$ cat src/rtl/rx_link_ctrl.sv
// rtl/rx_link_ctrl.sv - two-lane receive link sequencer with per-lane 2-entry FIFOs and round-robin byte merge
// Optional feature: RX_LINK_CTRL_ERRCNT_EN enables the saturating err_cnt counter.
module rx_link_ctrl #(
    parameter int TIMEOUT     = 32,
    parameter int RETRAIN_CYC = 2
) (
    input  logic       clk_4f,
    input  logic       reset,
    input  logic [7:0] data_rx0,
    input  logic [7:0] data_rx1,
    input  logic       valid_rx0,
    input  logic       valid_rx1,
    input  logic       active0,
    input  logic       active1,
    output logic [1:0] lane_rst_n,
    output logic [7:0] data_out,
    output logic       valid_out,
    output logic       lane_id,
    input  logic       ready_out,
    output logic       link_up,
    output logic [1:0] state,
    output logic [7:0] err_cnt
);
    typedef enum logic [1:0] {
        S_IDLE    = 2'd0,
        S_TRAIN   = 2'd1,
        S_UP      = 2'd2,
        S_RETRAIN = 2'd3
    } state_t;

    state_t               state_q, state_d;
    logic [7:0]           timer_q, timer_d;
    logic [3:0]           rcnt_q, rcnt_d;
    logic                 flush;
    logic                 both_active;

    logic [1:0][1:0][7:0] mem_q, mem_d;
    logic [1:0]           rd_q, rd_d;
    logic [1:0][1:0]      cnt_q, cnt_d;
    logic [1:0][7:0]      din;
    logic [1:0]           push, pop, full, nonempty;
    logic                 grant;

    logic [7:0]           data_q, data_d;
    logic                 valid_q, valid_d;
    logic                 lane_q, lane_d;
    logic                 last_q, last_d;

    assign both_active = active0 & active1;
    assign din         = {data_rx1, data_rx0};
    assign nonempty    = {cnt_q[1] != 2'd0, cnt_q[0] != 2'd0};
    assign full        = {cnt_q[1] == 2'd2, cnt_q[0] == 2'd2};
    assign push        = {valid_rx1, valid_rx0} & {2{(state_q == S_UP) && !flush}};

    always_comb begin
        state_d = state_q;
        timer_d = '0;
        rcnt_d  = '0;
        flush   = 1'b0;
        case (state_q)
            S_IDLE:  state_d = S_TRAIN;
            S_TRAIN: begin
                if (both_active) begin
                    state_d = S_UP;
                end else if (timer_q == 8'(TIMEOUT - 1)) begin
                    state_d = S_RETRAIN;
                end else begin
                    timer_d = timer_q + 8'd1;
                end
            end
            S_UP: begin
                if (!both_active) begin
                    state_d = S_RETRAIN;
                    flush   = 1'b1;
                end
            end
            S_RETRAIN: begin
                if (rcnt_q == 4'(RETRAIN_CYC - 1)) begin
                    state_d = S_TRAIN;
                end else begin
                    rcnt_d = rcnt_q + 4'd1;
                end
            end
        endcase
    end

    // Output register pops a FIFO head on load; a push into a full FIFO is only
    // accepted when that same FIFO pops, reusing the slot being read.
    always_comb begin
        mem_d   = mem_q;
        rd_d    = rd_q;
        cnt_d   = cnt_q;
        data_d  = data_q;
        valid_d = valid_q;
        lane_d  = lane_q;
        last_d  = last_q;
        pop     = '0;
        grant   = (nonempty == 2'b11) ? ~last_q : nonempty[1];
        if (!valid_q || ready_out) begin
            if (|nonempty) begin
                pop[grant] = 1'b1;
                data_d     = mem_q[grant][rd_q[grant]];
                lane_d     = grant;
                last_d     = grant;
                valid_d    = 1'b1;
            end else begin
                valid_d = 1'b0;
            end
        end
        for (int l = 0; l < 2; l++) begin
            if (pop[l]) begin
                rd_d[l]  = ~rd_q[l];
                cnt_d[l] = cnt_q[l] - 2'd1;
            end
            if (push[l] && (!full[l] || pop[l])) begin
                mem_d[l][rd_q[l] ^ cnt_q[l][0]] = din[l];
                cnt_d[l] = cnt_d[l] + 2'd1;
            end
        end
        if (flush) begin
            cnt_d   = '0;
            rd_d    = '0;
            valid_d = 1'b0;
        end
    end

    always_ff @(posedge clk_4f) begin
        if (!reset) begin
            state_q <= S_IDLE;
            timer_q <= '0;
            rcnt_q  <= '0;
            mem_q   <= '0;
            rd_q    <= '0;
            cnt_q   <= '0;
            data_q  <= '0;
            valid_q <= 1'b0;
            lane_q  <= 1'b0;
            last_q  <= 1'b1;
        end else begin
            state_q <= state_d;
            timer_q <= timer_d;
            rcnt_q  <= rcnt_d;
            mem_q   <= mem_d;
            rd_q    <= rd_d;
            cnt_q   <= cnt_d;
            data_q  <= data_d;
            valid_q <= valid_d;
            lane_q  <= lane_d;
            last_q  <= last_d;
        end
    end

`ifdef RX_LINK_CTRL_ERRCNT_EN
    logic [7:0] err_q, err_d;
    logic       timeout_err, err_any;

    assign timeout_err = (state_q == S_TRAIN) && !both_active && (timer_q == 8'(TIMEOUT - 1));
    assign err_any     = timeout_err | flush | (|(push & full & ~pop));

    always_comb begin
        err_d = err_q;
        if (err_any && (err_q != 8'hFF)) begin
            err_d = err_q + 8'd1;
        end
    end

    always_ff @(posedge clk_4f) begin
        if (!reset) begin
            err_q <= '0;
        end else begin
            err_q <= err_d;
        end
    end

    assign err_cnt = err_q;
`else
    assign err_cnt = 8'h00;
`endif

    assign state      = state_q;
    assign link_up    = (state_q == S_UP);
    assign lane_rst_n = ((state_q == S_TRAIN) || (state_q == S_UP)) ? 2'b11 : 2'b00;
    assign data_out   = data_q;
    assign valid_out  = valid_q;
    assign lane_id    = lane_q;

endmodule

$ cat config.mk
export PLATFORM = sky130hd
export DESIGN_NAME = rx_link_ctrl
export DESIGN_NICKNAME = d
export VERILOG_FILES = /design/src/rtl/rx_link_ctrl.sv
export SDC_FILE = /design/constraint.sdc
export NUM_CORES = 1
export LEC_CHECK = 0
export BUFFER_PORTS_ARGS = -buffer_cell sky130_fd_sc_hd__buf_2
export CORE_AREA = 8 8 87 89
export CTS_BUF_LIST = sky130_fd_sc_hd__clkbuf_16
export CTS_CLUSTER_DIAMETER = 80
export CTS_CLUSTER_SIZE = 14
export DETAILED_ROUTE_END_ITERATION = 6
export DIE_AREA = 0 0 95 97
export PLACE_DENSITY = 0.74
export RECOVER_POWER = 50
export SETUP_SLACK_MARGIN = 0.02
export SLEW_MARGIN = 0
export SYNTH_ARGS = -nofsm -noshare
export SYNTH_HDL_FRONTEND = slang
export SYNTH_SLANG_ARGS = --single-unit
$ cat constraint.sdc
create_clock -name clk_4f -period 2.03 [get_ports clk_4f]
set_input_delay 0.203 -clock clk_4f [delete_from_list [all_inputs] [get_ports clk_4f]]
set_output_delay 0.203 -clock clk_4f [all_outputs]
set_load 0.01 [all_outputs]
==> flow_metrics.py, run 1 <==
metrics = {
    "status": {
        "status": "finished clean",
    },
    "synth": {
        "synth-edff-count": 0,
        "syn_inst": 347,
        "synth_cell_types": 42,
        "avgSynthCellArea_um2": 8.845,
        "ys.warnings.count": 0,
        "synth_area_um2": 3069,
        "synthArstFlopShare_pct": 0,
        "ys_ff_latch": 63,
        "ys_seq_area_share_pct": 41.09,
        "synth_flop_cell": "dfxtp_1",
    },
    "clock_network": {
        "cts_buffers": 9,
        "cts_sinks": 63,
        "htree_levels": 3,
        "clock_path_buffers": 2,
        "clkLatencyLatePin_ns": 0.32,
        "clkTransAtPathRegs_ns": 0.05,
        "cts_root_buffer": "clkbuf_16",
        "cts_tree": "built",
    },
    "place": {
        "port-buffer-count": 37,
        "place_worst_setup_slack_ns": -0.01778,
        "dp.cells": 456,
        "place_hpwl_um": 4631,
        "gp_congestion": 0.8698,
    },
    "routing": {
        "wl_um": 6431,
        "wl_per_cell_um": 13.63,
        "drcViolationCount": 0,
        "first_pass_iters": 4,
        "first_iter_violations": 125,
        "drtAntennaViolNets": 0,
        "via_per_inst": 5.089,
        "vias": 2402,
    },
    "sta": {
        "fmax_mhz": 512.5,
        "setup_ws_ns": 0.07870,
        "skew_ns": 0.007214,
        "hold_slack_ns": 0.1561,
        "hold_viol": 0,
        "finalSetupViolCount": 0,
        "fin_crit_sh_pct": 96.12,
        "slew_viol_final": 0,
        "fin_crit_ns": 1.951,
    },
    "setup_path": {
        "path_cells": "inv_1 -> ha_2 -> xor2_1 -> a21oi_1 -> buf_4 -> or2_2 -> mux2i_2 -> mux2i_1",
        "critical_path_buf_inv_count": 2,
        "cp_slowest_cell": "dfxtp_2",
        "critPathLaunchType": "register",
        "critPathTopFamily": "multiplexers",
        "required_ns": 2.28,
        "critPathKind": "register to register",
        "critPathMaxFanout": 5,
        "end_kind": "register",
        "cpPeakStageDelay_ns": 0.33,
        "critPathArrivalTime_ns": 2.20,
    },
    "global_route": {
        "first_global_vias": 2436,
        "grt_pass1_wl_um": 10780,
        "grt_use_total_pct": 14.55,
        "grt_max_degree": 50,
        "antenna_found_initial": 0,
        "overflow": 0,
    },
    "cells_and_area": {
        "drive_gt1_share_pct": 18.48,
        "area_growth_pct": 18.26,
        "fin_util_pct": 58.50,
        "n_antenna_cell": 0,
        "fillers": 547,
        "fin_cells": 472,
        "final_nets": 425,
    },
    "floorplanning": {
        "die_area_um2": 9215,
        "die_w_um": 95,
        "placementRows": 29,
        "ios": 46,
        "initial_core_util_pct": 49.47,
        "die_h_um": 97,
        "coreArea_um2": 6205,
    },
    "worst_hold_path": {
        "hold_class": "input port to register",
    },
    "pwr": {
        "peakVddDrop_v": 0.0006280,
        "powerDensity_nw_per_um2": 1039,
        "finalPower_mw": 3.772,
        "p_leak_nw": 1.507,
    },
    "flow_run": {
        "drv_cap": 0,
    },
}
[flip-flops by register name (all words and copies together) (netlist names)]
register / count
mem_q: 32
data_out: 8
timer_q: 8
cnt_q: 4
rcnt_q: 4
rd_q: 2
state: 2
lane_id: 1
last_q: 1
valid_out: 1
[cell usage after synthesis, types with 2 or more instances]
| master | instances | area share, % |
|---|---|---|
| nand2_1 | 77 | 9.4 |
| dfxtp_1 | 63 | 41 |
| mux2i_1 | 44 | 14 |
| nor2_1 | 20 | 2.4 |
| a21oi_1 | 17 | 2.8 |
| inv_1 | 13 | 1.6 |
| buf_4 | 12 | 2.9 |
| ha_1 | 11 | 4.5 |
| mux2_2 | 9 | 3.3 |
| o211ai_1 | 9 | 2.2 |
| clkbuf_1 | 8 | 0.98 |
| xor2_1 | 8 | 2.3 |
| nand3_1 | 7 | 1.1 |
| o21ai_0 | 5 | 0.82 |
| nor3_1 | 4 | 0.65 |
| or2_2 | 4 | 0.82 |
| xnor2_1 | 4 | 1.1 |
| buf_2 | 3 | 0.49 |
| nand4_1 | 3 | 0.61 |
| nand2b_1 | 2 | 0.41 |
| nor3b_1 | 2 | 0.49 |
| or3_1 | 2 | 0.41 |
[cell usage in the layout (no fill, tap or decap), types with 2 or more instances in the layout]
cell type  instances
or3_1              2
inv_1             14
nor3_1             4
nor3b_2            2
clkbuf_1          16
nand4_1            3
o211ai_1           9
nand2b_1           2
or2_2              4
clkinv_2           3
mux2_2             9
conb_1             8
xnor2_1            4
dfxtp_1           62
nand2_1           77
clkbuf_16          9
ha_1               9
mux2i_1           43
nor2_1            20
buf_4             12
nand3_1            7
a21oi_1           17
xor2_1             8
buf_2             22
o21ai_0            5
[repair_timing]
item / CTS / global route
hold buffers: 0 / 0
resized for setup: 3 / 11
endpoints found under the setup margin: 18 / 33
pin swaps: 0 / 3
buffers inserted: 1 / 0
[tightest hold or removal path, cell delays in order]
cell	delay, ns
buf_2	0.09
nand2_1	0.06
mux2i_1	0.06
[where the power goes]
group / internal [mW] / switching (mW) / total, mW
clock: 0.800 / 0.503 / 1.30
sequential: 1.33 / 0.0990 / 1.42
combinational: 0.455 / 0.589 / 1.04
[metrics by stage]
step | setup TNS (ns) | cell area (um2)
floorplan | 0 | 3095
global placement | 0 | 3324
detailed placement | -0.1059 | 3324
CTS | 0 | 3595
global route | -0.007705 | 3630
finish | 0 | 3630
[cell families after synthesis]
family                   count (synthesis)  share of synthesized area (%)
flip-flops                              63                          41.09
other                                    1                         0.1222
adder cells (fa/ha/maj)                 11                          4.484
XOR/XNOR                                12                          3.424
AND/OR/NAND/NOR                        128                          18.14
multiplexers                            53                          17.65
AO/OA/AOI/OAI                           41                          8.602
buffers and inverters                   38                          6.482
[path summary, 6_finish.rpt]
check,slack (ns),cells after the start,end,from
hold reg to reg,0.44,1,timer_q[0]$_SDFF_PP0_,timer_q[0]$_SDFF_PP0_
setup / recovery,0.08,8,cnt_q[0]$_SDFF_PP0_,cnt_q[3]$_SDFF_PP0_
setup reg to reg,0.08,8,cnt_q[0]$_SDFF_PP0_,cnt_q[3]$_SDFF_PP0_
hold / removal,0.16,3,mem_q[2]$_SDFFE_PN0P_,data_rx0[2]
[area by class of cell]
type	count	area [um2]	share of cell area (%)
flip-flops and latches	63	1262	34.78
multi-input cells	253	1695	46.71
inverters	13	48.80	1.344
repair buffers	51	271.5	7.480
well taps	77	96.34	2.654
clock buffers	9	225.2	6.205
clock inverters	6	30.03	0.8273
[metal layers]
metal  wire length (um)  global-route usage, %
met5                  0                      0
met4                139                  7.452
met3                276                  3.478
met2               3030                  23.50
met1               2984                  17.30
Note: power is estimated with default switching activity, not from simulation.
==> inputs of run 2 (changes only) <==
Settings changed: CORE_AREA 8 8 87 89 to 8 8 88 90, DIE_AREA 0 0 95 97 to 0 0 96 98, PLACE_DENSITY 0.74 to 0.72.
==> run 2 against run 1 <==
Net effect: setup slack improved by 0.070 ns; clock skew about the same; utilization fell by 3.1 points; total power is 2.4% lower; first-iteration DRC count decreased by 22%; sequential cell count did not move; critical path type unchanged.
==> flow_metrics.py, run 2 (synthesis gave the netlist of run 1 again) <==
metrics = {
    "sta": {
        "fin_crit_sh_pct": 92.69,
        "fin_setup_tns_ns": 0,
        "skew_ns": 0.006736,
        "rsz0062_at_grt": "no",
        "hold_viol": 0,
        "fin_crit_ns": 1.882,
        "fmax_mhz": 531.4,
        "setup_ws_ns": 0.1484,
        "finalSetupViolCount": 0,
        "slew_viol_final": 0,
    },
    "worst_hold_path": {
        "holdPathStages": 3,
        "hold_class": "input port to register",
        "holdPathEnd": "mem_q[4]$_SDFFE_PN0P_",
        "hp-start": "data_rx0[4]",
    },
    "place": {
        "port-buffer-count": 37,
        "gp_congestion": 0.7815,
        "dp.cells": 458,
        "place_worst_setup_slack_ns": -0.04761,
        "postPlaceCellArea_um2": 3321,
        "place_hpwl_um": 4762,
    },
    "floorplanning": {
        "coreArea_um2": 6494,
        "ios": 46,
        "die_w_um": 96,
        "initial_core_util_pct": 47.26,
        "die_h_um": 98,
        "placementRows": 30,
        "die_area_um2": 9408,
    },
    "cells_and_area": {
        "layout_commonest_cell": "nand2_1",
        "largest_reg_flops": 32,
        "final_nets": 425,
        "final_cell_mix": "nand2_1 (77), dfxtp_1 (63), mux2i_1 (44)",
        "top_register": "mem_q",
        "area_growth_pct": 17.16,
        "fin_cells": 474,
        "n_antenna_cell": 0,
        "fin_area_um2": 3596,
        "drive_gt1_share_pct": 16.50,
    },
    "routing": {
        "wl_per_cell_um": 13.53,
        "drcViolationCount": 0,
        "topRoutingLayerUsed": "met4",
        "vias": 2417,
        "wl_met3_um": 304,
        "via_per_inst": 5.099,
        "wl_met1_um": 2904,
        "first_pass_iters": 4,
        "wl_um": 6412,
        "drtAntennaViolNets": 0,
        "wl_met2_um": 3125,
        "first_iter_violations": 97,
    },
    "setup_path": {
        "r2r_start": "cnt_q[1]$_SDFF_PP0_",
        "critical_path_buf_inv_count": 1,
        "critPathArrivalTime_ns": 2.09,
        "critPathTopFamily": "compound AO/OA/AOI/OAI gates",
        "rrSetupSlack_ns": 0.15,
        "reg2regPathDepth": 7,
        "required_ns": 2.24,
        "path_cells": "inv_1 -> ha_4 -> or2_0 -> o2bb2ai_2 -> nand2_4 -> a211o_4 -> mux2i_1",
        "regToRegEndpoint": "mem_q[21]$_SDFFE_PN0P_",
        "cpPeakStageDelay_ns": 0.42,
        "cp_slowest_cell": "a211o_4",
        "end_kind": "register",
        "critPathKind": "register to register",
        "critPathMaxFanout": 8,
        "critPathLaunchType": "register",
    },
    "clock_network": {
        "clkTransAtPathRegs_ns": 0.05,
        "cts_tree": "built",
        "clock_path_buffers": 2,
        "htree_levels": 3,
        "cts_sinks": 63,
        "cts_buffers": 9,
        "cts_root_buffer": "clkbuf_16",
        "clkLatencyLatePin_ns": 0.33,
    },
    "pwr": {
        "power_switching_mw": 1.144,
        "p_comb_share_pct": 26.6,
        "p_int_mw": 2.537,
        "powerDensity_nw_per_um2": 1024,
        "power_frac_seq_pct": 38.7,
        "p_sw_share_pct": 31.08,
        "peakVddDrop_v": 0.0007771,
        "pwr-share-clk_pct": 34.7,
        "p_leak_nw": 1.499,
    },
    "global_route": {
        "grt_use_total_pct": 14.32,
        "grt_pass1_wl_um": 10750,
        "grt_max_degree": 50,
        "first_global_vias": 2451,
        "overflow": 0,
        "antenna_found_initial": 0,
    },
    "status": {
        "status": "finished clean",
    },
    "flow_run": {
        "drv_cap": 0,
    },
}
-- run 2: cell count changes in the layout (fill, tap and decap cells not counted), sizes merged --
cell / change
clkinvlp: -1
-- run 2: final cells by class --
cell class / count / area [um2]
timing repair buffer: 51 / 269.0
multi-input combinational: 253 / 1673
tap: 80 / 100.1
sequential: 63 / 1261
clock buffer: 9 / 225.2
inverter: 13 / 48.80
fill: 601 / 2898
clock inverter: 5 / 18.77
-- run 2: routing by layer --
| metal | global-route usage (%) | vias up |
|---|---|---|
| met5 | 0 | - |
| li1 | - | 1241 |
| met1 | 16.74 | 1124 |
| met2 | 23.54 | 43 |
| met4 | 5.325 | 0 |
| met3 | 4.451 | 9 |
-- run 2: repair_timing --
item / 4_1_cts / 5_1_grt
pin swaps: 0 / 1
hold buffers: 0 / 0
endpoints found under the setup margin: 16 / 34
buffers inserted: 0 / 2
gates cloned: 0 / 0
resized for setup: 2 / 7
-- run 2: worst max path at each step --
stage / from / end / slack (ns) / cells after the start
4_1_cts: cnt_q[1]$_SDFF_PP0_ / mem_q[21]$_SDFFE_PN0P_ / 0.04 / 7
3_5_place_dp: cnt_q[1]$_SDFF_PP0_ / mem_q[14]$_SDFFE_PN0P_ / -0.05 / 7
5_1_grt: cnt_q[3]$_SDFF_PP0_ / mem_q[6]$_SDFFE_PN0P_ / 0.02 / 8
3_3_place_gp: cnt_q[1]$_SDFF_PP0_ / mem_q[20]$_SDFFE_PN0P_ / 0.07 / 7
2_1_floorplan: cnt_q[2]$_SDFF_PP0_ / mem_q[16]$_SDFFE_PN0P_ / 0.04 / 8
6_report: cnt_q[1]$_SDFF_PP0_ / mem_q[21]$_SDFFE_PN0P_ / 0.15 / 7
-- run 2: tightest hold or removal path, cell delays in order --
cell and delay, ns:
buf_2 0.09, nand2_1 0.07, mux2i_1 0.06
-- run 2: per-stage QoR --
stage | utilization, % | total power [mW] | hold WS (ns)
4_1_cts | 54.93 | 3.682 | 0.1505
3_5_place_dp | 51.14 | 2.392 | 0.4384
2_1_floorplan | - | 2.141 | 0.3640
3_3_place_gp | 51.14 | 2.363 | 0.4283
5_1_grt | 55.38 | 3.903 | 0.1600
6_report | 55.38 | 3.681 | 0.1571
-- run 2: power by group through the flow --
| stage | Sequential [mW] | Clock (mW) | Combinational [mW] |
|---|---|---|---|
| 4_1_cts | 1.42 | 1.31 | 0.950 |
| 3_5_place_dp | 1.45 | 0 | 0.944 |
| 5_1_grt | 1.44 | 1.37 | 1.10 |
| 3_3_place_gp | 1.44 | 0 | 0.920 |
| 6_report | 1.42 | 1.28 | 0.980 |
| 2_1_floorplan | 1.42 | 0 | 0.718 |
